**src/rtl/reset_ctrl_pkg.sv**
```systemverilog
// Shared types for the reset controller: reset cause codes and sequencer states.
// Latency: n/a (types and constant helpers only).
// Backpressure: n/a.
package reset_ctrl_pkg;

  typedef enum logic [1:0] {
    CAUSE_POR = 2'd0,
    CAUSE_BTN = 2'd1,
    CAUSE_SW  = 2'd2
  } reset_cause_t;

  typedef enum logic [1:0] {
    HOLD,
    RELEASE,
    RUN
  } state_t;

  // Elaboration-time helper for sizing the shared hold/stagger counter.
  function automatic int max_int(input int a, input int b);
    return (a > b) ? a : b;
  endfunction

endpackage

```
**src/rtl/reset_ctrl_if.sv**
```systemverilog
// Bundles the reset request inputs and the reset domain/status outputs.
// Latency: n/a (wiring only).
// Backpressure: none; all signals are level or single-cycle pulses.
interface reset_ctrl_if
  import reset_ctrl_pkg::*;
#(
  parameter int NUM_OUTPUTS = 2
);

  logic                   btn_i;
  logic                   sw_reset_i;
  logic [NUM_OUTPUTS-1:0] reset_o;
  reset_cause_t           reset_cause_o;
  logic                   busy_o;

  // Board/SoC side: drives the requests, observes the resets.
  modport master (
    output btn_i,
    output sw_reset_i,
    input  reset_o,
    input  reset_cause_o,
    input  busy_o
  );

  // Controller side.
  modport slave (
    input  btn_i,
    input  sw_reset_i,
    output reset_o,
    output reset_cause_o,
    output busy_o
  );

endinterface

```
**src/rtl/reset_ctrl_debouncer.sv**
```systemverilog
// Synchronises a raw push-button and accepts a level change only after it is stable.
// Latency: SYNC_STAGES + DEBOUNCE_CYCLES clk edges from a clean raw edge to level_o.
// Backpressure: none; level_o is a registered, active-high "pressed" level.
module reset_ctrl_debouncer #(
  parameter int SYNC_STAGES     = 2,
  parameter int DEBOUNCE_CYCLES = 12000,
  parameter bit ACTIVE_LOW      = 1'b1
) (
  input  logic clk,
  input  logic reset_i,
  input  logic raw_i,
  output logic level_o
);

  localparam int            CW       = $clog2(DEBOUNCE_CYCLES + 1);
  localparam logic          IDLE_RAW = ACTIVE_LOW;
  localparam logic [CW-1:0] CNT_LAST = CW'(DEBOUNCE_CYCLES - 1);

  logic [SYNC_STAGES-1:0] sync_q;
  logic [CW-1:0]          cnt_q;
  logic                   pressed;

  // Normalise the synchronised pin to active-high "pressed".
  assign pressed = sync_q[SYNC_STAGES-1] ^ ACTIVE_LOW;

  // Metastability chain, cleared to the released pin level.
  always_ff @(posedge clk or posedge reset_i) begin
    if (reset_i) sync_q <= {SYNC_STAGES{IDLE_RAW}};
    else         sync_q <= {sync_q[SYNC_STAGES-2:0], raw_i};
  end

  // Count consecutive disagreeing cycles; any agreeing cycle restarts the count.
  always_ff @(posedge clk or posedge reset_i) begin
    if (reset_i) begin
      cnt_q   <= '0;
      level_o <= 1'b0;
    end else if (pressed != level_o) begin
      if (cnt_q == CNT_LAST) begin
        level_o <= pressed;
        cnt_q   <= '0;
      end else begin
        cnt_q <= cnt_q + CW'(1);
      end
    end else begin
      cnt_q <= '0;
    end
  end

endmodule

```
**src/rtl/reset_ctrl.sv**
```systemverilog
// System reset controller: merges hard, button and software resets into staggered domain resets.
// Latency: request -> all resets asserted in 1 edge; release POR_CYCLES + k*STAGGER_CYCLES edges after requests end.
// Backpressure: none; any request during HOLD simply restarts the hold count.
module reset_ctrl
  import reset_ctrl_pkg::*;
#(
  parameter int POR_CYCLES      = 31,
  parameter int STAGGER_CYCLES  = 16,
  parameter int NUM_OUTPUTS     = 2,
  parameter int DEBOUNCE_CYCLES = 12000,
  parameter bit BTN_ACTIVE_LOW  = 1'b1,
  parameter int SYNC_STAGES     = 2
) (
  input  logic         clk,
  input  logic         reset_i,
  reset_ctrl_if.slave  bus
);

  localparam int                   CW       = $clog2(max_int(POR_CYCLES, STAGGER_CYCLES) + 1);
  localparam int                   IW       = (NUM_OUTPUTS > 1) ? $clog2(NUM_OUTPUTS) : 1;
  localparam logic [CW-1:0]        POR_LAST = CW'(POR_CYCLES);
  localparam logic [CW-1:0]        STG_LAST = CW'(STAGGER_CYCLES);
  localparam logic [IW-1:0]        IDX_LAST = IW'(NUM_OUTPUTS - 1);
  localparam logic [NUM_OUTPUTS-1:0] ALL_ON = {NUM_OUTPUTS{1'b1}};

  state_t                 state_q, state_d;
  logic [CW-1:0]          cnt_q, cnt_d, cnt_inc;
  logic [IW-1:0]          idx_q, idx_d;
  logic [NUM_OUTPUTS-1:0] rst_q, rst_d;
  reset_cause_t           cause_q, cause_d;
  logic                   busy_q;
  logic                   btn_level;
  logic                   req;

  reset_ctrl_debouncer #(
    .SYNC_STAGES     (SYNC_STAGES),
    .DEBOUNCE_CYCLES (DEBOUNCE_CYCLES),
    .ACTIVE_LOW      (BTN_ACTIVE_LOW)
  ) u_debouncer (
    .clk     (clk),
    .reset_i (reset_i),
    .raw_i   (bus.btn_i),
    .level_o (btn_level)
  );

  assign req     = btn_level | bus.sw_reset_i;
  assign cnt_inc = cnt_q + CW'(1);

  // Sequencer registers; hard reset asserts every domain without a clock.
  always_ff @(posedge clk or posedge reset_i) begin
    if (reset_i) begin
      state_q <= HOLD;
      cnt_q   <= '0;
      idx_q   <= '0;
      rst_q   <= ALL_ON;
      cause_q <= CAUSE_POR;
      busy_q  <= 1'b1;
    end else begin
      state_q <= state_d;
      cnt_q   <= cnt_d;
      idx_q   <= idx_d;
      rst_q   <= rst_d;
      cause_q <= cause_d;
      busy_q  <= |rst_d;
    end
  end

  // Next-state: hold all domains, then release them one by one; any request restarts.
  always_comb begin
    state_d = state_q;
    cnt_d   = cnt_q;
    idx_d   = idx_q;
    rst_d   = rst_q;
    cause_d = cause_q;
    case (state_q)
      HOLD: begin
        rst_d = ALL_ON;
        idx_d = '0;
        if (req) begin
          cnt_d = '0;
        end else if (cnt_inc == POR_LAST) begin
          rst_d[0] = 1'b0;
          cnt_d    = '0;
          idx_d    = IW'(1);
          state_d  = (NUM_OUTPUTS == 1) ? RUN : RELEASE;
        end else begin
          cnt_d = cnt_inc;
        end
      end
      RELEASE, RUN: begin
        if (req) begin
          // Button is reported in preference to a simultaneous software request.
          rst_d   = ALL_ON;
          cnt_d   = '0;
          idx_d   = '0;
          state_d = HOLD;
          cause_d = btn_level ? CAUSE_BTN : CAUSE_SW;
        end else if (state_q == RUN) begin
          rst_d = '0;
        end else if (cnt_inc == STG_LAST) begin
          rst_d[idx_q] = 1'b0;
          cnt_d        = '0;
          if (idx_q == IDX_LAST) state_d = RUN;
          else                   idx_d   = idx_q + IW'(1);
        end else begin
          cnt_d = cnt_inc;
        end
      end
      default: begin
        state_d = HOLD;
        rst_d   = ALL_ON;
        cnt_d   = '0;
        idx_d   = '0;
      end
    endcase
  end

  assign bus.reset_o       = rst_q;
  assign bus.reset_cause_o = cause_q;
  assign bus.busy_o        = busy_q;

endmodule

```
**src/flat_wrapper.sv**
```systemverilog
// flat-port wrapper written by rule: the top's interface ports become plain ports
module reset_ctrl_flat import reset_ctrl_pkg::*;
#(
  parameter int POR_CYCLES      = 31,
  parameter int STAGGER_CYCLES  = 16,
  parameter int NUM_OUTPUTS     = 2,
  parameter int DEBOUNCE_CYCLES = 12000,
  parameter bit BTN_ACTIVE_LOW  = 1'b1,
  parameter int SYNC_STAGES     = 2
)
  (clk, reset_i, bus_btn_i, bus_sw_reset_i, bus_reset_o, bus_reset_cause_o, bus_busy_o);
  reset_ctrl_if #(.NUM_OUTPUTS(NUM_OUTPUTS)) bus_i ();
  input  logic clk;
  input  logic reset_i;
  input wire logic [$bits(bus_i.btn_i)-1:0] bus_btn_i;
  input wire logic [$bits(bus_i.sw_reset_i)-1:0] bus_sw_reset_i;
  output wire logic [$bits(bus_i.reset_o)-1:0] bus_reset_o;
  output wire logic [$bits(bus_i.reset_cause_o)-1:0] bus_reset_cause_o;
  output wire logic [$bits(bus_i.busy_o)-1:0] bus_busy_o;
  assign bus_i.btn_i = bus_btn_i;
  assign bus_i.sw_reset_i = bus_sw_reset_i;
  assign bus_reset_o = bus_i.reset_o;
  assign bus_reset_cause_o = bus_i.reset_cause_o;
  assign bus_busy_o = bus_i.busy_o;
  reset_ctrl #(.POR_CYCLES(POR_CYCLES), .STAGGER_CYCLES(STAGGER_CYCLES), .NUM_OUTPUTS(NUM_OUTPUTS), .DEBOUNCE_CYCLES(DEBOUNCE_CYCLES), .BTN_ACTIVE_LOW(BTN_ACTIVE_LOW), .SYNC_STAGES(SYNC_STAGES)) u_core (.clk(clk), .reset_i(reset_i), .bus(bus_i));
endmodule
```
**config.mk**
```make
export PLATFORM = sky130hd
export DESIGN_NAME = reset_ctrl_flat
export DESIGN_NICKNAME = d
export VERILOG_FILES = /design/src/rtl/reset_ctrl_pkg.sv /design/src/rtl/reset_ctrl_if.sv /design/src/rtl/reset_ctrl_debouncer.sv /design/src/rtl/reset_ctrl.sv /design/src/flat_wrapper.sv
export SDC_FILE = /design/constraint.sdc
export NUM_CORES = 1
export LEC_CHECK = 0
export ABC_AREA = 1
export BUFFER_PORTS_ARGS = -buffer_cell sky130_fd_sc_hd__buf_2
export CAP_MARGIN = 20
export CORE_MARGIN = 2
export CORE_UTILIZATION = 43
export CTS_CLUSTER_SIZE = 28
export DETAILED_ROUTE_END_ITERATION = 10
export HOLD_SLACK_MARGIN = 0.1
export SETUP_SLACK_MARGIN = 0.15
export SLEW_MARGIN = 20
export SYNTH_ARGS = -nofsm -noshare
export SYNTH_HDL_FRONTEND = slang
export SYNTH_SLANG_ARGS = --single-unit
```
**constraint.sdc**
```tcl
create_clock -name clk -period 3.9 [get_ports clk]
set_input_delay 0.39 -clock clk [delete_from_list [all_inputs] [get_ports clk]]
set_output_delay 0.39 -clock clk [all_outputs]
set_load 0.03 [all_outputs]
```
==> summary.txt, run 1 <==
CTS
  – Number of sinks driven by the clock tree: 30
  – Buffer depth of the longest clock path: 2
  – Post-CTS setup repair buffer count: 0
  – Root Driver: sky130_fd_sc_hd__clkbuf_8
  – Hold-fix buffers, CTS: 0
  – Number of instances resized during post-cts repair: 0
  – Num CTS Buffers: 5
  – H-Tree Level Count: 2
  – Register clock-pin slew on the reported worst setup and hold paths: 70 ps
  – CTS tree: yes
  – Latest clock arrival within the worst-skew pair: 290 ps

STA
  – Number of max-slew violations in the final report: 0
  – Actual transition at the worst max-transition pin: 641.0 ps
  – Setup TNS after final layout: 0 ps
  – Final WS setup: 2275 ps
  – Crit share post-route: 0.4167
  – Setup repair after global routing missed its margin: false
  – Maximum clock rate: 0.6153 GHz
  – Setup violations, final: 0
  – Slew headroom: 0.5722
  – Hold violation total from the final report: 0
  – Fin Clk Skew: 4.882 ps
  – Shortest clock period the worst path allows after layout: 1625 ps

Placement
  – Worst setup slack before clock tree synthesis: 2261 ps
  – Detail Placement HPWL: 2.395 mm
  – Number of I/O port buffers: 8
  – RePlAce Congestion: 0.8069
  – DP Cell Count: 266
  – Placed inst area: 1809 sq um

Logic synthesis
  – Number of synthesis warnings: 0
  – Syn Inst Count: 210
  – Top-count cell post-synth: sky130_fd_sc_hd__nand2_1
  – Synth unique cells: 28
  – Number of register bits inferred by synthesis: 30
  – Post-synth ARST share: 1.000
  – Cell area after technology mapping: 1707 sq um
  – Leading post-synthesis cells by instance count: sky130_fd_sc_hd__nand2_1 (42), sky130_fd_sc_hd__inv_1 (31), sky130_fd_sc_hd__dfrtp_1 (25)
  – Cell types with the largest area share after synthesis: sky130_fd_sc_hd__dfrtp_1 (37%), sky130_fd_sc_hd__nand2_1 (9.2%), sky130_fd_sc_hd__dfstp_2 (7.7%)
  – EDFF count, synth: 0
  – Top_reg_cell synth: sky130_fd_sc_hd__dfrtp_1
  – Library cell occupying the most area in the post-synthesis netlist: sky130_fd_sc_hd__dfrtp_1
  – Synthesized area divided by synthesized cell count: 8.127 sq um
  – Synthesized net count: 221
  – Top-area cell type share of the netlist area: 0.3666
  – Sequential share of the synthesized area: 0.4435

Global routing
  – Number of antenna violations at the first check in global routing: 0
  – Overall overflow remaining after global route: 0
  – Largest net degree at the start of global routing: 18
  – Combined global-route utilization of all metal layers: 0.1793
  – Vias in the first global route: 1363
  – First-pass GRT wire length: 5.899 mm

Routing
  – Number of DRC violations after detailed routing: 0
  – Drt first pass iters: 4
  – Post-detailed-route count of antenna-violating nets: 0
  – WL/cell: 11.71 microns
  – 1st-iter DRT viols: 66
  – Via total after detailed routing: 1338
  – Vias per cell: 4.883
  – Final WL: 3.209 mm

Outcome
  – Outcome: completed

Setup path
  – Class of the most critical setup path: register to register
  – CP Launch Type: register
  – Data arrival time of the critical path: 1790 ps
  – R2R setup slack: 2270 ps
  – Register-to-Register Path Depth: 8
  – Crit Path Max Fanout: 7
  – Worst flop-to-flop path startpoint: u_core.u_debouncer.cnt_q[0]
  – Sort of element at the end of the critical path: register
  – Required time worst endpoint: 4060 ps
  – Worst reg2reg endpoint: u_core.u_debouncer.cnt_q[5]

Layout
  – Synthesis-to-finish area growth: 12.68%
  – Final nets: 236
  – Fraction of final layout cells with drive strength greater than 1: 0.2035
  – Number of diodes: 0
  – Count of fill cells added during filler insertion: 363
  – Fin area: 1923 sq um
  – Fin cells: 274

Floorplanning
  – Initial standard-cell utilization of the core: 0.4559
  – Core area: 3744 sq um
  – Width of the die: 67 microns
  – Die outline area: 4489 sq um
  – Std cell rows: 22
  – Top-Level Pins: 9
  – Die Height: 67 microns

Power and ir drop
  – Pwr Density: 374.5 nW/um^2
  – Reported leakage power: 0.8897 nW
  – Total power of the final layout: 0.7203 mW
  – Worst voltage drop across the vdd grid: 0.0002782 V

Min path
  – Kind of path behind the tightest hold check: input port to async pin

Run
  – Count of max-cap constraint violations: 0
-- worst max path at each step --
| stage | to | startpoint | cells after the start |
|---|---|---|---|
| 6_report | u_core.u_debouncer.cnt_q[5] | u_core.u_debouncer.cnt_q[0] | 8 |
| 4_1_cts | u_core.u_debouncer.cnt_q[5] | u_core.u_debouncer.cnt_q[0] | 8 |
| 3_5_place_dp | u_core.u_debouncer.cnt_q[5] | u_core.u_debouncer.cnt_q[0] | 8 |
| 3_3_place_gp | u_core.u_debouncer.cnt_q[5] | u_core.u_debouncer.cnt_q[0] | 8 |
| 2_1_floorplan | u_core.cnt_q[1] | u_core.cnt_q[0] | 9 |
| 5_1_grt | u_core.u_debouncer.cnt_q[9] | u_core.u_debouncer.cnt_q[0] | 8 |
-- logic make-up after synthesis --
group           synth area share
compound gates           0.07551
xor+xnor                 0.02493
fa+ha+maj                0.05132
buf+inv                  0.08210
flops                     0.4436
simple gates              0.3226
-- metal layers --
metal  track usage  wire (microns)  part of all wire
met2        0.2735            1392              0.43
met1        0.2251            1638              0.51
met4       0.08929              50             0.016
met5             0               0                 0
met3       0.05912             128             0.040
-- power breakdown --
| group | switching, mW | leakage, nW | internal [mW] |
|---|---|---|---|
| registers | 0.0108 | 0.392 | 0.327 |
| clock network | 0.129 | 0.0504 | 0.190 |
| logic | 0.0435 | 0.448 | 0.0205 |
| total | 0.183 | 0.890 | 0.537 |
-- layout by cell type, fill, tap and decap left out, drive strengths merged --
cell	n
nor2	23
nor3	8
nand4	10
o21ai	14
clkbuf	5
ha	7
dfrtp	25
clkinvlp	2
nand3	18
a21oi	8
nor4	1
dfstp	5
xor2	3
buf	9
clkinv	1
nand2	47
inv	35
o21a	2
nand3b	1
bufinv	1
xnor2	1
-- area by class of cell --
| cell class | instances | area, sq um | share of cell area |
|---|---|---|---|
| Multi-Input combinational cell | 143 | 809.5 | 0.4210 |
| Inverter | 36 | 135.1 | 0.07027 |
| Timing Repair Buffer | 9 | 47.55 | 0.02472 |
| Clock buffer | 5 | 68.82 | 0.03578 |
| Clock inverter | 3 | 45.04 | 0.02342 |
| Sequential cell | 30 | 757.0 | 0.3936 |
| Tap cell | 48 | 60.06 | 0.03123 |
-- per-stage QoR --
step	util	hold slack, ps
global placement	0.4833	346.4
finish	0.5137	176.7
floorplan	-	345.2
detailed placement	0.4833	349.4
global route	0.5137	175.4
CTS	0.5137	187.2
-- state kept, by name (all words and copies together) (netlist names) --
name,count
u_core.idx_q,1
u_core.bus.reset_cause_o,2
u_core.cnt_q,5
u_core.u_debouncer.level_o,1
u_core.state_q,2
u_core.bus.busy_o,1
u_core.bus.reset_o,2
u_core.u_debouncer.cnt_q,14
u_core.u_debouncer.sync_q,2
-- critical path, stage by stage (launching register included) --
cell and delay [ps]:
sky130_fd_sc_hd__dfrtp_1 390, sky130_fd_sc_hd__ha_1 220, sky130_fd_sc_hd__nand3_2 130, sky130_fd_sc_hd__nor2_1 170, sky130_fd_sc_hd__nand4_1 200, sky130_fd_sc_hd__nand2_2 210, sky130_fd_sc_hd__inv_2 60, sky130_fd_sc_hd__o21ai_0 70
sky130_fd_sc_hd__a21oi_1 60
(Power assumes the default switching activity.)
==> inputs of run 2 (changes only) <==
==> constraint.sdc (replaced) <==
create_clock -name clk -period 1.3 [get_ports clk]
set_input_delay 0.13 -clock clk [delete_from_list [all_inputs] [get_ports clk]]
set_output_delay 0.13 -clock clk [all_outputs]
set_load 0.03 [all_outputs]
==> run 2 against run 1 <==
Compared with the run above: the run now ends with setup timing left; critical path type unchanged; sequential power increased to 3.0 times the previous value; first-iteration DRC count increased by 9.1%; clock-buffer cell count increased by 2; non-clock buffer count increased by 47; core utilization increased by 17 points; critical path depth increased by 1.
==> summary.txt, run 2 (synthesized netlist as in run 1, its figures left out) <==
Layout
  – Number of diodes: 0 (unchanged)
  – Largest regs: u_core.u_debouncer.cnt_q (14), u_core.cnt_q (5)
  – Most common cell after layout, fill and taps aside: sky130_fd_sc_hd__buf_4
  – Final nets: 283 (+20%)
  – Commonest cells after routing, fill and taps aside: sky130_fd_sc_hd__buf_4 (43), sky130_fd_sc_hd__nand2_1 (29), sky130_fd_sc_hd__dfrtp_1 (23)
  – Top reg by flops: u_core.u_debouncer.cnt_q
  – Count of fill cells added during filler insertion: 304 (-16%)
  – Number of flip-flops under the largest register name: 14 (unchanged)
  – Synthesis-to-finish area growth: 50.95%
  – Fraction of final layout cells with drive strength greater than 1: 0.5201 (+0.3166)

Routing
  – Drt first pass iters: 4 (unchanged)
  – Vias per cell: 4.879 (about the same)
  – Post-detailed-route count of antenna-violating nets: 0 (unchanged)
  – Via total after detailed routing: 1566 (+17%)
  – Number of DRC violations after detailed routing: 0 (unchanged)
  – WL/cell: 12.60 microns (+7.6%)
  – Final WL: 4.044 mm (+26%)
  – 1st-iter DRT viols: 72 (+9.1%)

Power and ir drop
  – Pwr Density: 818.6 nW/um^2 (+120%)
  – Worst voltage drop across the vdd grid: 0.0007505 V (+170%)
  – Reported leakage power: 1.147 nW (+29%)
  – Total power of the final layout: 2.109 mW (+190%)

STA
  – Hold violation total from the final report: 0 (unchanged)
  – Maximum clock rate: 0.6693 GHz (+8.8%)
  – Number of max-slew violations in the final report: 0 (unchanged)
  – Actual transition at the worst max-transition pin: 386.2 ps (-254.8 ps)
  – Slew headroom: 0.7411 (+0.1690)
  – Shortest clock period the worst path allows after layout: 1494 ps (-131.3 ps)
  – Setup repair after global routing missed its margin: true
  – Setup violations, final: 26 (+26)
  – Final WS setup: -194.0 ps (-2469 ps)
  – Worst hold slack after final layout: 236.8 ps (+60.10 ps)
  – Crit share post-route: 1.149 (+0.7325)
  – Fin Clk Skew: 11.11 ps (+6.223 ps)
  – Setup TNS after final layout: -3392 ps (-3392 ps)

Floorplanning
  – Die Height: 67 microns (unchanged)
  – Width of the die: 67 microns (unchanged)
  – Die outline area: 4489 sq um (unchanged)
  – Top-Level Pins: 9 (unchanged)
  – Std cell rows: 22 (unchanged)
  – Initial standard-cell utilization of the core: 0.4559 (unchanged)
  – Core area: 3744 sq um (unchanged)

Global routing
  – Largest net degree at the start of global routing: 31 (+13)
  – Combined global-route utilization of all metal layers: 0.2041 (+0.02482)
  – Vias in the first global route: 1523 (+12%)
  – Overall overflow remaining after global route: 0 (unchanged)
  – First-pass GRT wire length: 6.727 mm (+14%)
  – Number of antenna violations at the first check in global routing: 0 (unchanged)

Placement
  – Detail Placement HPWL: 2.626 mm (+9.7%)
  – Number of I/O port buffers: 8 (unchanged)
  – RePlAce Congestion: 0.8749 (+8.4%)

CTS
  – Register clock-pin slew on the reported worst setup and hold paths: 70 ps (about the same)
  – H-Tree Level Count: 2 (unchanged)
  – CTS tree: yes
  – Buffer depth of the longest clock path: 2 (unchanged)
  – Root Driver: sky130_fd_sc_hd__clkbuf_8
  – Number of sinks driven by the clock tree: 30 (unchanged)
  – Latest clock arrival within the worst-skew pair: 290 ps (about the same)
  – Num CTS Buffers: 5 (unchanged)

Setup path
  – Required time worst endpoint: 1470 ps (-2590 ps)
  – Data arrival time of the critical path: 1670 ps (-120 ps)
  – CP Launch Type: register
  – Sort of element at the end of the critical path: register
  – Crit Path Max Fanout: 5 (-2)
  – Class of the most critical setup path: register to register

Outcome
  – Violated checks: setup timing
  – Outcome: finished, violations left

Min path
  – Kind of path behind the tightest hold check: input port to register

Run
  – Count of max-cap constraint violations: 0 (unchanged)
==> run 2: critical path, cell delays in order (launching register included) <==
cell and delay [ps]:
sky130_fd_sc_hd__dfrtp_1 400, sky130_fd_sc_hd__buf_6 130, sky130_fd_sc_hd__ha_2 190, sky130_fd_sc_hd__nand3_4 80
sky130_fd_sc_hd__nor2_4 170, sky130_fd_sc_hd__nand3_4 90, sky130_fd_sc_hd__nand2_4 100, sky130_fd_sc_hd__nand3_2 70
sky130_fd_sc_hd__nand2_1 70, sky130_fd_sc_hd__nand2_1 50
==> run 2: per-layer routing <==
layer	track usage	part of all wire	vias to the layer above
met5	0	0	-
met4	0.07653	0.015	0
met3	0.06081	0.037	6
met2	0.3106	0.48	22
met1	0.2719	0.46	736
li1	-	-	802
==> run 2: worst paths after layout <==
kind / from / endpoint / slack, ps / cells past startpoint
setup / recovery: u_core.cnt_q[1] / u_core.state_q[0] / -190 / 9
hold / removal: bus_sw_reset_i / u_core.bus.reset_cause_o[0] / 240 / 4
setup reg to reg: u_core.cnt_q[1] / u_core.state_q[0] / -190 / 9
hold reg to reg: u_core.u_debouncer.sync_q[0] / u_core.u_debouncer.sync_q[1] / 360 / 0
max in group asynchronous: reset_i / u_core.bus.reset_o[1] / 510 / 4
min in group asynchronous: reset_i / u_core.state_q[1] / 460 / 4
==> run 2: power breakdown <==
group	total [mW]	internal (mW)	switching [mW]
Sequential	1.02	0.981	0.0342
Clock	0.795	0.427	0.369
Combinational	0.298	0.127	0.171
Total	2.11	1.53	0.575
==> run 2: metrics by stage <==
step	setup WS, ps	cells	area [sq um]	utilization
floorplan	-62.60	210	1749	-
global placement	-149.5	300	2120	0.5662
detailed placement	-226.0	300	2120	0.5662
CTS	-140.1	313	2342	0.6257
global route	-278.1	321	2576	0.6882
finish	-194.0	321	2576	0.6882
==> run 2: repair_timing <==
| action | CTS | global route |
|---|---|---|
| pin swaps | 13 | 27 |
| setup endpoints to repair | 26 | 30 |
| hold buffers | 2 | 0 |
| gates resized for setup | 26 | 51 |
| gates cloned | 0 | 0 |
| endpoints found under the hold margin | 26 | 0 |
| setup buffers | 3 | 8 |
==> run 2: cell type report <==
cell class	count	area, sq um	area share
repair buffers	56	437.9	0.1700
clock inverters	1	5.005	0.001943
multi-input cells	143	1077	0.4182
inverters	36	150.1	0.05828
clock buffers	7	86.33	0.03351
well taps	48	60.06	0.02331
flip-flops and latches	30	759.5	0.2948
